--- config.mk ---
export PLATFORM = sky130hd
export DESIGN_NAME = gate_pipe
export DESIGN_NICKNAME = d
export VERILOG_FILES = /design/src/rtl/gate_pkg.sv /design/src/rtl/gate_pipe_slice.sv /design/src/rtl/gate_pipe.sv
export SDC_FILE = /design/constraint.sdc
export NUM_CORES = 1
export LEC_CHECK = 0
export ABC_AREA = 1
export CAP_MARGIN = 20
export CORE_MARGIN = 5
export CORE_UTILIZATION = 40
export DETAILED_ROUTE_END_ITERATION = 8
export HOLD_SLACK_MARGIN = 0.06
export PLACE_DENSITY = 0.66
export SETUP_SLACK_MARGIN = 0.3
export SLEW_MARGIN = 20
export SYNTH_ARGS = -nofsm -noshare
export SYNTH_HDL_FRONTEND = slang
export SYNTH_SLANG_ARGS = --single-unit
--- constraint.sdc ---
create_clock -name clk -period 2.8 [get_ports clk]
set_clock_uncertainty 0.2 [all_clocks]
set_input_delay 0.56 -clock clk [delete_from_list [all_inputs] [get_ports clk]]
set_output_delay 0.56 -clock clk [all_outputs]
set_load 0.005 [all_outputs]
--- src/rtl/gate_pkg.sv ---
// gate_pkg: shared definitions for the pipelined bitwise gate unit.
//   op_e       - 3-bit operation encoding carried on the op port.
//   gate_word_t - widest operand the gate function handles; callers
//                zero-extend narrower operands and keep the low bits.
//   gate_apply - combinational bitwise evaluation of op(a, b).
package gate_pkg;

    localparam int GATE_MAX_W = 64;

    typedef logic [GATE_MAX_W-1:0] gate_word_t;

    typedef enum logic [2:0] {
        OP_AND  = 3'd0,
        OP_OR   = 3'd1,
        OP_XOR  = 3'd2,
        OP_XNOR = 3'd3,
        OP_NAND = 3'd4,
        OP_NOR  = 3'd5,
        OP_NOT  = 3'd6,
        OP_BUF  = 3'd7
    } op_e;

    // Complementing ops also set the zero-extended upper bits; callers
    // only look at their own width, so that is harmless.
    function automatic gate_word_t gate_apply(input op_e op, input gate_word_t a,
                                              input gate_word_t b);
        gate_word_t r;
        case (op)
            OP_AND:  r = a & b;
            OP_OR:   r = a | b;
            OP_XOR:  r = a ^ b;
            OP_XNOR: r = ~(a ^ b);
            OP_NAND: r = ~(a & b);
            OP_NOR:  r = ~(a | b);
            OP_NOT:  r = ~a;
            default: r = a;
        endcase
        return r;
    endfunction

endpackage

--- src/rtl/gate_pipe_slice.sv ---
// gate_pipe_slice: one valid/ready register slice.
//   in_valid/in_ready/in_data    - upstream side
//   out_valid/out_ready/out_data - downstream side (registered)
// Ready is combinational from downstream (no skid buffer), so a full
// slice can drain and refill in the same cycle.
module gate_pipe_slice #(
    parameter int W = 10
) (
    input  logic         clk,
    input  logic         rst_n,
    input  logic         in_valid,
    output logic         in_ready,
    input  logic [W-1:0] in_data,
    output logic         out_valid,
    input  logic         out_ready,
    output logic [W-1:0] out_data
);

    logic         valid_q, valid_d;
    logic [W-1:0] data_q, data_d;

    assign in_ready = !valid_q || out_ready;

    always_comb begin
        valid_d = valid_q;
        data_d  = data_q;
        if (in_ready) begin
            valid_d = in_valid;
            if (in_valid) data_d = in_data;
        end
    end

    always_ff @(posedge clk or negedge rst_n) begin
        if (!rst_n) begin
            valid_q <= 1'b0;
            data_q  <= '0;
        end else begin
            valid_q <= valid_d;
            data_q  <= data_d;
        end
    end

    assign out_valid = valid_q;
    assign out_data  = data_q;

endmodule

--- src/rtl/gate_pipe.sv ---
// gate_pipe: pipelined WIDTH-bit bitwise logic unit with accumulate mode.
//   clk, rst_n          - clock, async active-low reset
//   in_valid/in_ready   - input handshake
//   op, acc_en, in_last - operation, accumulate beat, end of packet
//   x, y                - operands (y unused for NOT/BUF and accumulate)
//   out_valid/out_ready - output handshake
//   z, z_par, out_last  - result, its parity, packet end flag
// The result is formed at acceptance and travels through STAGES slices
// as {last, parity, z}.
module gate_pipe
    import gate_pkg::*;
#(
    parameter int WIDTH  = 8,
    parameter int STAGES = 2
) (
    input  logic             clk,
    input  logic             rst_n,
    input  logic             in_valid,
    output logic             in_ready,
    input  logic [2:0]       op,
    input  logic             acc_en,
    input  logic             in_last,
    input  logic [WIDTH-1:0] x,
    input  logic [WIDTH-1:0] y,
    output logic             out_valid,
    input  logic             out_ready,
    output logic [WIDTH-1:0] z,
    output logic             z_par,
    output logic             out_last
);

    localparam int PW = WIDTH + 2;

    logic [WIDTH-1:0] acc_q, acc_d;
    logic             seeded_q, seeded_d;
    gate_word_t       opa, opb, res_w, unused_res;
    logic [WIDTH-1:0] res;
    logic             accept;

    logic [STAGES:0]         vld_pipe, rdy_pipe;
    logic [STAGES:0][PW-1:0] dat_pipe;

    assign accept = in_valid && in_ready;

    // Accumulate beats fold x into the running value; plain beats use x, y.
    always_comb begin
        opa = '0;
        opb = '0;
        if (acc_en) begin
            opa[WIDTH-1:0] = acc_q;
            opb[WIDTH-1:0] = x;
        end else begin
            opa[WIDTH-1:0] = x;
            opb[WIDTH-1:0] = y;
        end
    end

    assign res_w      = gate_apply(op_e'(op), opa, opb);
    assign unused_res = res_w;

    // First beat of a packet seeds the accumulator with x unchanged.
    assign res = (acc_en && !seeded_q) ? x : res_w[WIDTH-1:0];

    always_comb begin
        acc_d    = acc_q;
        seeded_d = seeded_q;
        if (accept && acc_en) begin
            if (in_last) begin
                acc_d    = '0;
                seeded_d = 1'b0;
            end else begin
                acc_d    = res;
                seeded_d = 1'b1;
            end
        end
    end

    always_ff @(posedge clk or negedge rst_n) begin
        if (!rst_n) begin
            acc_q    <= '0;
            seeded_q <= 1'b0;
        end else begin
            acc_q    <= acc_d;
            seeded_q <= seeded_d;
        end
    end

    assign vld_pipe[0]      = in_valid;
    assign dat_pipe[0]      = {in_last && acc_en, ^res, res};
    assign rdy_pipe[STAGES] = out_ready;
    assign in_ready         = rdy_pipe[0];

    for (genvar i = 0; i < STAGES; i++) begin : g_stage
        gate_pipe_slice #(.W(PW)) u_slice (
            .clk       (clk),
            .rst_n     (rst_n),
            .in_valid  (vld_pipe[i]),
            .in_ready  (rdy_pipe[i]),
            .in_data   (dat_pipe[i]),
            .out_valid (vld_pipe[i+1]),
            .out_ready (rdy_pipe[i+1]),
            .out_data  (dat_pipe[i+1])
        );
    end

    assign out_valid                = vld_pipe[STAGES];
    assign {out_last, z_par, z}     = dat_pipe[STAGES];

endmodule
# Word level (Yosys, flattened, before mapping)
# Cells that the tools add are included.
[word_totals]
latch_bits = 0
input_bits = 25
memories = 0
ramBits = 0
wordCells = 38
register_bits = 31
output_inout_bits = 12
rom_bits = 0
[op_classes]
n_lt_le_gt_ge = 0
shifts = 0
eq_ne = 6
mul = 0
bitwise = 7
add_sub_neg = 0
n_div = 0
n_reduce_logical = 13
n_mux = 6
[op_table]
columns = ["operator", "n"]
rows = [
  ["one-hot mux 8 bit (7 select lines)", 1],
  ["two-way mux 8 bit", 4],
  ["NOT 8 bit", 4],
  ["== test 3 bit (second input constant)", 3],
  ["AND 8 bit", 1],
  ["bitwise OR 8 bit", 1],
  ["XOR reduction 8 bit", 1],
  ["XOR 8 bit", 1],
  ["== test 3 x 2 -> 1 bit (second input constant)", 2],
  ["logical AND 1 bit", 4],
  ["AND reduction 2 bit", 2],
  ["== test 3 x 1 -> 1 bit (second input constant)", 1],
  ["zero test 1 bit", 3],
  ["zero test 3 bit", 1],
  ["logical OR 1 bit", 2],
  ["two-way mux 1 bit", 1],
]

# Longest topological paths before layout
# Gate-level depths: netlist of the first run.
[logic_depth]
ltp_word = 6
mapped_depth = 21
ltp_nobuf = 19

# By module
# Synthesis of the first run repeated with hierarchy kept, for this count alone.
[unflattened]
cells_unflattened = 419
hier_area_um2 = 2767.7
[by_module_without_submodules]
columns = ["mod", "cells_each", "instances", "area_per_inst_um2", "seq_area_each_um2"]
rows = [
  ["gate_pipe", 323, 1, 1856.8, 225.2],
  ["gate_pipe_slice", 48, 2, 455.4, 275.3],
]

# Least setup slack after synthesis of the first run
# OpenSTA, ideal clock, no wires.
[synth_path]
path_type = "input -> register"
start = "input port acc_en"
end = "register g_stage[0].u_slice.data_q[8]"
n_path_buf = 3
arrival_ns = 2.358
setup_time_ns = 0.118
t_required_ns = 2.482
stages = 17
path_slack_ns = 0.125
cell_sequence = "buf_6 > buf_6 > clkbuf_1 > o21ai_0 > ha_1 > nand4_1 > nand2_1 > nor2_1 > nand2_1 > a21oi_2 > nand2_1 > nand2_1 > nand2_1 > nand2_1 > nand2_1 > nand3_1 > nand2_1"
[synth_via]
elab_chain_len = 6
word_cells_on_any_way = 13
cone_classes = "mux (4); bitwise (7); reduce/logical (2)"
[synth_rtl]
columns = ["item", "line", "rtl"]
rows = [
  ["start: declaration", "gate_pipe.sv:21", "input logic acc_en,"],
  ["two-way mux 8 bit", "gate_pipe.sv:49", "if (acc_en) begin"],
  ["bitwise OR 8 bit (tied with other cells)", "gate_pkg.sv:30, gate_pkg.sv:34", ""],
  ["NOT 8 bit, on equally long branches", "gate_pkg.sv:34, gate_pkg.sv:32, gate_pkg.sv:33", ""],
  ["one-hot mux 8 bit (7 select lines)", "gate_pkg.sv:28", "case (op)"],
  ["two-way mux 8 bit (*)", "gate_pipe.sv:62", "assign res = (acc_en && !seeded_q) ? x : res_w[WIDTH-1:0];"],
  ["XOR reduction 8 bit (*)", "gate_pipe.sv:89", "assign dat_pipe[0] = {in_last && acc_en, ^res, res};"],
  ["end signal: assignment", "gate_pipe_slice.sv:39", "data_q <= data_d;"],
  ["end: declaration", "gate_pipe_slice.sv:20", "logic [W-1:0] data_q, data_d;"],
]
# Every way passes the cells marked *; elsewhere a longest branch is shown, timed or not.
# A chain may end at the register's enable or synchronous reset.

# Worst setup path after layout of the first run
[layout_path]
start = "input port out_ready"
end = "output port in_ready"
[layout_via]
elab_chain_len = 2
[layout_rtl]
columns = ["item", "line", "rtl"]
rows = [
  ["start: declaration", "gate_pipe.sv:26", "input logic out_ready,"],
  ["logical OR 1 bit (2 in series)", "gate_pipe_slice.sv:22", "assign in_ready = !valid_q || out_ready;"],
  ["end: declaration", "gate_pipe.sv:19", "output logic in_ready,"],
]
# Every way passes these cells.

==> results of run 1 <==
==> worst reg2reg max path, delay by kind of cell, from the launching register on <==
family	cells	cell delay, ns
and+or+nand+nor	10	0.75
DFF	1	0.36
AOI/OAI and AO/OA	2	0.29
adders and majority gates	1	0.20
buffers and inverters	2	0.15
muxes	1	0.12
==> repair_timing <==
item                       CTS  global route
setup endpoints to repair   13             6
gates resized for setup     36            64
gates cloned                 1             1
pin swaps                   20            61
setup buffers                6             7
==> flip-flops by register name (all words and copies together), names as in the netlist <==
register / flops
g_stage.u_slice.out_valid: 2
g_stage.u_slice.out_data: 20
seeded_q: 1
acc_q: 8
==> metal layers <==
layer,part of all wire [%],global-route usage [%],vias to the layer above
met4,0.39,2.93,0
met5,0,0,-
met2,50,28.5,39
met1,47,21.0,1281
met3,2.9,3.06,2
li1,-,-,1421
==> cell usage after synthesis (4+ instances only) <==
cell and instances:
nand3b_1 8, buf_6 4, inv_2 7, dfrtp_1 31, ha_1 16, nor2_1 25, inv_1 55, nand3_1 18
o21ai_1 6, buf_4 10, o21ai_0 25, a21oi_1 20, nand2_1 150, o22ai_1 9
==> cell type report <==
type	instances	area share (%)
Multi-Input combinational cell	295	45.8
Timing Repair Buffer	88	22.8
Sequential cell	31	20.4
Inverter	63	6.60
Tap cell	77	2.53
Clock buffer	6	1.90
==> cell families after synthesis <==
family / after synthesis / share of synthesized area, %
simple gates: 214 / 34.3
buf+inv: 83 / 14.7
compound gates: 61 / 12.2
flops: 31 / 29.5
fa+ha+maj: 16 / 7.62
mux: 4 / 1.62
==> per-stage QoR <==
stage          worst slack, ns  total power, mW  util [%]  hold WS, ns  cells
2_1_floorplan            0.303             1.10         -       0.0644    409
3_3_place_gp            -0.257             1.37      51.3        0.269    539
3_5_place_dp            -0.345             1.39      51.3        0.273    539
4_1_cts                  0.302             1.76      55.3        0.287    552
5_1_grt                  0.295             1.96      59.7        0.308    560
6_report                 0.369             1.81      59.7        0.282    560
==> power groups by stage <==
stage / clock (mW) / sequential (mW) / combinational (mW)
after floorplan: 0 / 0.606 / 0.492
after global placement: 0 / 0.612 / 0.754
after detailed placement: 0 / 0.615 / 0.772
after CTS: 0.319 / 0.607 / 0.836
after global routing: 0.340 / 0.621 / 0.999
final: 0.309 / 0.606 / 0.894
==> how the worst min path moves through the flow <==
stage	slack [ns]	depth (start not counted)	to
2_1_floorplan	0.06	0	acc_q[0]$_DFFE_PN0P_
3_3_place_gp	0.27	2	g_stage[0].u_slice.out_data[4]$_DFFE_PN0P_
3_5_place_dp	0.27	2	g_stage[1].u_slice.out_data[7]$_DFFE_PN0P_
4_1_cts	0.29	2	g_stage[1].u_slice.out_data[7]$_DFFE_PN0P_
5_1_grt	0.31	2	g_stage[1].u_slice.out_data[7]$_DFFE_PN0P_
6_report	0.28	2	g_stage[0].u_slice.out_data[8]$_DFFE_PN0P_
==> impl_metrics.csv, run 1 <==
group,metric,value,unit
outcome,status,"finished, final reports clean",
cts,cts_root_buffer,"clkbuf_8",
power,seq_power_share,33.5,%
global_route,grt_pass1_vias,2657,
sta,fin_crit,2.43,ns
routing,ant_nets,0,
sta,hold_violations,0,
worst_setup_path,rrSetupSlack,0.63,ns
sta,setup_tns,0,ns
worst_setup_path,crit_path_end_kind,"primary output",
yosys,synth_largest_area_cell,"dfrtp_1",
routing,dr.pass1.iters,4,
global_route,grt_antenna_before_repair,0,
cts,holdBufCountCts,0,
layout,design_area,3810,um^2
layout,ff_latch_area,776,um^2
routing,drc,0,
power,power_frac_comb,49.4,%
power,p_sw,0.643,mW
floorplan,fp-row-count,29,
sta,finalSetupViolCount,0,
yosys,synthTopCellsByArea,"dfrtp_1 30%, nand2_1 21%, inv_1 7.9%",
worst_setup_path,cp_cell_sequence,"clkdlybuf4s50_1 > inv_1 > nand3_1 > clkdlybuf4s50_1",
sta,max_freq,0.411,GHz
layout,multi_input_area,1750,um^2
routing,drtIter0Drc,91,
worst_setup_path,slowest_delay,0.52,ns
power,p_int,1.17,mW
global_route,grt_pass1_wl,11.6,mm
power,p_sw_share,35.5,%
layout,layout_commonest_cell,"nand2_1",
sta,worst_pin_slew,0.528,ns
yosys,yosysSeqAreaShare,29.5,%
cts,clock_sinks,31,
placed_design,dpl_cell_area,3270,um^2
routing,wl_per_cell,12.8,um
placed_design,portBuffers,36,
worst_setup_path,r2r-start,"acc_q[3]$_DFFE_PN0P_",
job,cap_violations,0,
global_route,overflow,0,
yosys,synth_cell_types,25,
yosys,yosys_warnings,0,
yosys,avgSynthCellArea,6.42,um^2
layout,final_cell_mix,"133 x nand2_1, 46 x inv_1, 46 x buf_4",
floorplan,core_area,6390,um^2
cts,insertion_delay,0.27,ns
floorplan,dieHeight,91.0,um
worst_setup_path,cp_num_cells,4,
sta,rsz0062_at_grt,"no",
worst_setup_path,required,2.04,ns
cts,clock_path_buffers,2,
hold_path,worstHoldPathType,"reg2reg",
worst_setup_path,start_kind,"primary input",
power,powerDensity,475,nW/um^2
yosys,synthesis.area,2630,um^2
routing,via_per_inst,4.90,
global_route,grt_usage,16.3,%
layout,n_antenna_cell,0,
worst_setup_path,timing.critical_path.mode_cell,"clkdlybuf4s50_1",
sta,drv_slew,0,
floorplan,start_util,41.1,%
yosys,ys.flop_type,"dfrtp_1",
placed_design,hpwl,5.01,mm
worst_setup_path,critical_path_buf_inv_count,3,
power,leakage,2.07,nW
yosys,synth_edf_count,0,
layout,n_fill_cell,591,
sta,finalCritPeriodShare,86.8,%
worst_setup_path,worstSetupEndpoint,"in_ready",
worst_setup_path,crit_path_top_delay_cell,"clkdlybuf4s50_1",
cts,cts_tree,"done",
yosys,syn_nets,450,
worst_setup_path,worstSetupPathType,"in2out",
global_route,grt_max_degree,32,
worst_setup_path,rr_worst_depth,16,
worst_setup_path,cp_top_family,"buffers and inverters",
yosys,ys_ff_latch,31,
worst_setup_path,r2r-end,"g_stage[0].u_slice.out_data[8]$_DFFE_PN0P_",
worst_setup_path,cp-startpoint,"out_ready",
hold_path,hold_start,"g_stage[0].u_slice.out_data[8]$_DFFE_PN0P_",
yosys,postSynthCellCount,409,
cts,cts.clk_slew.worst_paths,0.06,ns
cts,h-tree-depth,2,
floorplan,die_area,8290,um^2
yosys,ys_async_sr_fraction,100,%
layout,drive_gt1_share,28.0,%
floorplan,fp.dieW,91.0,um
sta,slew_headroom,64.7,%
power,vdd.ir_drop.worst,0.000419,V
floorplan,ios,37,
cts,numCtsBuffers,5,
routing,vias,2743,
routing,wl,7.19,mm
layout,areaGrowthSynthToFinish,45.1,%
layout,finalNetCount,525,
power,p_clk_share,17.1,%
yosys,yosys.area.top_type_share,29.5,%
placed_design,place_congestion,0.818,
worst_setup_path,cp.arrival,1.67,ns
worst_setup_path,worst-path-max-fanout,3,
(Power assumes the default switching activity.)
==> inputs of run 2 (changes only) <==
--- a/config.mk
+++ b/config.mk
@@ -8,3 +8,3 @@
 export ABC_AREA = 1
-export CAP_MARGIN = 20
+export CAP_MARGIN = 10
 export CORE_MARGIN = 5
--- a/constraint.sdc
+++ b/constraint.sdc
@@ -4,2 +4,2 @@
 set_output_delay 0.56 -clock clk [all_outputs]
-set_load 0.005 [all_outputs]
+set_load 0.01 [all_outputs]
==> run 2 against run 1 <==
  * Final area fell by 0.46%
  * Clock power barely moved
  * First-iteration DRC count up 20%
  * Sequential power is essentially flat
  * Sequential cell count is the same
  * Critical endpoint is now g_stage[0].u_slice.out_data[8]$_DFFE_PN0P_
  * Highest routed layer unchanged
==> impl_metrics.csv, run 2 (synthesis gave the netlist of run 1 again) <==
group,metric,value,unit
outcome,status,"finished, final reports clean",
floorplan,ios,37,
worst_setup_path,start_kind,"primary input",
routing,wl,7.13,mm
layout,drive_gt1_share,28.0,%
cts,clock_sinks,31,
cts,clock_path_buffers,2,
sta,fin_crit,2.36,ns
cts,insertion_delay,0.27,ns
routing,vias,2739,
placed_design,dpl_cell_area,3270,um^2
hold_path,hold_start,"g_stage[1].u_slice.out_data[7]$_DFFE_PN0P_",
global_route,grt_antenna_before_repair,0,
power,powerDensity,482,nW/um^2
hold_path,hold_path_end,"g_stage[1].u_slice.out_data[7]$_DFFE_PN0P_",
global_route,overflow,0,
worst_setup_path,r2r-end,"g_stage[0].u_slice.out_data[8]$_DFFE_PN0P_",
worst_setup_path,crit_path_top_delay_cell,"o21ai_4",
global_route,grt_max_degree,32,
power,power_frac_comb,49.9,%
routing,ant_nets,0,
floorplan,fp.dieW,91.0,um
power,p_sw,0.662,mW
worst_setup_path,timing.critical_path.mode_cell,"nand2_1",
job,cap_violations,0,
placed_design,place_inst,539,
sta,setup_tns,0,ns
worst_setup_path,rr_worst_depth,16,
placed_design,hpwl,5.01,mm
floorplan,start_util,41.1,%
sta,finalCritPeriodShare,84.1,%
worst_setup_path,rrSetupSlack,0.64,ns
cts,h-tree-depth,2,
routing,via_per_inst,4.89,
power,p_clk_share,16.9,%
global_route,grt_pass1_wl,11.6,mm
routing,drtIter0Drc,109,
power,p_int,1.16,mW
routing,drc,0,
sta,slew_headroom,64.7,%
power,seq_power_share,33.2,%
cts,cts_root_buffer,"clkbuf_8",
global_route,grt_usage,16.3,%
cts,cts.clk_slew.worst_paths,0.06,ns
layout,final_cells,560,
placed_design,place_congestion,0.818,
worst_setup_path,cp_cell_sequence,"buf_6 > buf_12 > buf_8 > o21ai_4 > inv_1 > ha_2 > nand3b_1 > nand2_1 > nor2_1 > nand2_1 > nand2_1 > o21ai_1 > nand2_1 > nand2_1 > nand2_1 > nand2_1 > nand2_1 > nand3_1 > nand2_1",
floorplan,die_area,8290,um^2
worst_setup_path,worstSetupPathType,"in2reg",
global_route,grt_pass1_vias,2657,
layout,largest_register_ffs,20,
worst_setup_path,worst-path-max-fanout,6,
worst_setup_path,slowest_delay,0.17,ns
layout,layout_commonest_cell,"nand2_1",
hold_path,hold_path_depth,2,
floorplan,core_area,6390,um^2
power,p_sw_share,36.2,%
layout,finalNetCount,525,
routing,wl_per_cell,12.7,um
layout,design_area,3790,um^2
worst_setup_path,r2r-start,"acc_q[3]$_DFFE_PN0P_",
layout,areaGrowthSynthToFinish,44.4,%
cts,numCtsBuffers,5,
sta,rsz0062_at_grt,"yes",
sta,drv_slew,0,
power,power.total,1.83,mW
sta,worst_pin_slew,0.528,ns
sta,hold_violations,0,
floorplan,dieHeight,91.0,um
worst_setup_path,crit_path_end_kind,"register",
sta,max_freq,0.424,GHz
floorplan,fp-row-count,29,
power,vdd.ir_drop.worst,0.000436,V
worst_setup_path,cp.arrival,2.32,ns
routing,dr.pass1.iters,4,
worst_setup_path,required,2.77,ns
sta,finalSetupViolCount,0,
placed_design,portBuffers,36,
layout,n_antenna_cell,0,
power,leakage,2.06,nW
cts,cts_tree,"done",
hold_path,worstHoldPathType,"reg2reg",
layout,final_cell_mix,"133 x nand2_1, 46 x inv_1, 46 x buf_4",
[run 2: cell count changes in the layout (fill, tap and decap cells not counted)]
cell             previous run  this run
buf_6                       1         2
buf_8                       2         1
clkdlybuf4s15_1             2         1
clkdlybuf4s50_1            16        15
dlygate4sd2_1               1         2
dlymetal6s2s_1             16        17
ha_2                        4         5
ha_4                        7         6
nand2_2                    16        17
nand2_4                     4         3
[run 2: area by class of cell]
type / instances / area [um^2]
Clock buffer: 6 / 72.6
Fill cell: 590 / 2590
Inverter: 63 / 251
Multi-Input combinational cell: 295 / 1730
Sequential cell: 31 / 776
Tap cell: 77 / 96.3
Timing Repair Buffer: 88 / 866
[run 2: worst max-delay path by stage]
stage                       from  slack (ns)  cells after the start                                    endpoint
after floorplan           acc_en        0.30                     19  g_stage[0].u_slice.out_data[8]$_DFFE_PN0P_
after global placement    acc_en       -0.26                     18  g_stage[0].u_slice.out_data[8]$_DFFE_PN0P_
after detailed placement  acc_en       -0.35                     17  g_stage[0].u_slice.out_data[8]$_DFFE_PN0P_
after CTS                   x[7]        0.30                     17  g_stage[0].u_slice.out_data[8]$_DFFE_PN0P_
after global routing        x[3]        0.28                     17  g_stage[0].u_slice.out_data[8]$_DFFE_PN0P_
final                     acc_en        0.44                     19  g_stage[0].u_slice.out_data[8]$_DFFE_PN0P_
[run 2: stage by stage]
step                hold slack, ns  utilization, %  setup WS, ns
finish                       0.282            59.4         0.444
global route                 0.308            59.4         0.282
CTS                          0.287            55.3         0.302
detailed placement           0.273            51.3        -0.345
global placement             0.269            51.3        -0.257
floorplan                   0.0644               -         0.303
[run 2: timing repair]
item                       CTS  global route
buffers inserted             6             7
gates cloned                 1             1
resized for setup           36            61
hold buffers                 0             0
setup endpoints to repair   13             7
pin swaps                   20            58
[run 2: metal layers]
layer | vias up | part of all wire (%) | track usage, %
li1 | 1424 | - | -
met1 | 1268 | 46 | 21.0
met2 | 45 | 50 | 28.5
met3 | 2 | 3.2 | 3.06
met4 | 0 | 0.39 | 2.93
met5 | - | 0 | 0
[run 2: critical path: cells and delay by family]
family	cells	cell delay, ns
and+or+nand+nor	12	0.86
buffers and inverters	4	0.47
AOI/OAI and AO/OA	2	0.27
adders and majority gates	1	0.17
[run 2: power groups by stage]
stage,combinational [mW],clock (mW),sequential [mW]
finish,0.912,0.309,0.606
CTS,0.858,0.319,0.607
floorplan,0.510,0,0.611
detailed placement,0.795,0,0.615
global route,1.02,0.340,0.621
global placement,0.776,0,0.612
==> inputs of run 3 (changes only) <==
clock period = 2.3 ns   (was 2.8 ns; I/O delays follow)
==> run 3 against run 2 <==
  * Sequential power rose by 22%
  * Hold slack improved by 0.00092 ns
  * Sequential share of layout area is 1.3 points lower
  * Sequential cell count did not move
  * Die area did not move
  * Largest power group unchanged
==> impl_metrics.csv, run 3 (synthesis gave the netlist of run 1 again) <==
group,metric,value,unit
sta,drv_slew,0,
layout,n_antenna_cell,0,
worst_setup_path,required,2.28,ns
power,p_int,1.52,mW
sta,finalSetupViolCount,0,
power,power_frac_comb,50.9,%
layout,final_cells,579,
routing,via_per_inst,4.97,
layout,n_fill_cell,548,
cts,numCtsBuffers,5,
outcome,status,"finished, final reports clean",
layout,areaGrowthSynthToFinish,54.2,%
placed_design,place_congestion,0.822,
global_route,grt_pass1_wl,12.4,mm
floorplan,fp.dieW,91.0,um
power,p_sw,0.878,mW
layout,layout_commonest_cell,"nand2_1",
sta,fin_hold_ws,0.283,ns
worst_setup_path,rrSetupSlack,0.10,ns
layout,largest_register_ffs,20,
layout,finalNetCount,543,
layout,post-route-util,63.4,%
sta,max_freq,0.435,GHz
floorplan,ios,37,
worst_setup_path,crit_path_end_kind,"register",
worst_setup_path,worstSetupPathType,"in2reg",
routing,wl_per_cell,13.0,um
sta,rsz0062_at_grt,"yes",
power,seq_power_share,31.0,%
placed_design,portBuffers,36,
sta,setup_ws,0.000882,ns
routing,drtIter0Drc,157,
cts,cts_tree,"done",
placed_design,place_inst,553,
worst_setup_path,cp.arrival,2.28,ns
floorplan,start_util,41.1,%
floorplan,core_area,6390,um^2
placed_design,pre_cts_ws,-0.745,ns
placed_design,dpl_cell_area,3380,um^2
layout,final_cell_mix,"121 x nand2_1, 57 x buf_4, 44 x inv_1",
sta,hold_violations,0,
global_route,overflow,0,
sta,worst_pin_slew,0.449,ns
worst_setup_path,start_kind,"primary input",
cts,holdBufCountCts,0,
sta,fin_crit,2.30,ns
worst_setup_path,worst-path-max-fanout,7,
floorplan,fp-row-count,29,
routing,wl,7.53,mm
floorplan,dieHeight,91.0,um
power,leakage,2.07,nW
layout,drive_gt1_share,36.1,%
routing,vias,2880,
power,powerDensity,591,nW/um^2
power,p_clk_share,18.1,%
routing,dr.pass1.iters,5,
floorplan,die_area,8290,um^2
sta,slew_headroom,70.0,%
placed_design,hpwl,5.14,mm
global_route,grt_pass1_vias,2750,
power,power.total,2.39,mW
sta,setup_tns,0,ns
cts,cts_root_buffer,"clkbuf_8",
cts,insertion_delay,0.28,ns
cts,h-tree-depth,2,
layout,design_area,4050,um^2
routing,ant_nets,0,
global_route,grt_usage,17.7,%
cts,cts.clk_slew.worst_paths,0.06,ns
cts,clock_sinks,31,
power,p_sw_share,36.7,%
power,vdd.ir_drop.worst,0.000451,V
hold_path,worstHoldPathType,"reg2reg",
routing,drc,0,
global_route,grt_antenna_before_repair,0,
sta,finalCritPeriodShare,100,%
cts,clock_path_buffers,2,
global_route,grt_max_degree,32,
job,cap_violations,0,
[run 3: final timing paths]
path                                                            start                                          to  depth (start not counted)
hold / removal             g_stage[1].u_slice.out_data[3]$_DFFE_PN0P_  g_stage[1].u_slice.out_data[3]$_DFFE_PN0P_                          2
min in group asynchronous                                       rst_n    g_stage[1].u_slice.out_valid$_DFFE_PN0P_                          2
setup reg to reg                                 acc_q[6]$_DFFE_PN0P_  g_stage[0].u_slice.out_data[8]$_DFFE_PN0P_                         18
max in group asynchronous                                       rst_n  g_stage[0].u_slice.out_data[1]$_DFFE_PN0P_                          2
hold reg to reg            g_stage[1].u_slice.out_data[3]$_DFFE_PN0P_  g_stage[1].u_slice.out_data[3]$_DFFE_PN0P_                          2
setup / recovery                                               acc_en  g_stage[0].u_slice.out_data[8]$_DFFE_PN0P_                         18
[run 3: worst max-delay path, stage by stage]
cell	delay (ns)
buf_12	0.12
buf_12	0.14
buf_6	0.12
o21ai_4	0.16
inv_2	0.06
ha_4	0.16
nand3_2	0.06
nand2_1	0.05
nor2_1	0.13
nand2_1	0.12
a21oi_2	0.20
nand2_1	0.10
nand2_2	0.08
nand2_1	0.06
nand2_1	0.06
nand2_1	0.05
nand3_1	0.07
nand2_1	0.05
[run 3: routing by layer]
metal | GRT usage (%) | wire, um | vias to the layer above
met5 | 0 | 0 | -
li1 | - | - | 1463
met4 | 4.89 | 104 | 0
met3 | 2.64 | 373 | 12
met2 | 30.3 | 3800 | 63
met1 | 23.2 | 3240 | 1342
[run 3: area by class of cell]
class	instances	area, um^2	share of cell area [%]
Multi-Input combinational cell	295	1870	46.2
Timing Repair Buffer	106	975	24.1
Sequential cell	31	776	19.2
Inverter	63	246	6.09
Tap cell	77	96.3	2.38
Clock buffer	6	82.6	2.04
Clock inverter	1	5.00	0.124
[run 3: power groups by stage]
stage                     sequential (mW)  clock, mW  combinational (mW)
after detailed placement            0.749          0               0.987
after floorplan                     0.744          0               0.623
final                               0.741      0.433                1.22
after global placement              0.745          0               0.965
after global routing                0.756      0.471                1.34
after CTS                           0.741      0.440                1.14
[run 3: what timing repair did]
action,4_1_cts,5_1_grt
setup endpoints to repair,18,15
cloned,2,0
resized for setup,103,40
setup buffers,16,1
pin swaps,53,38
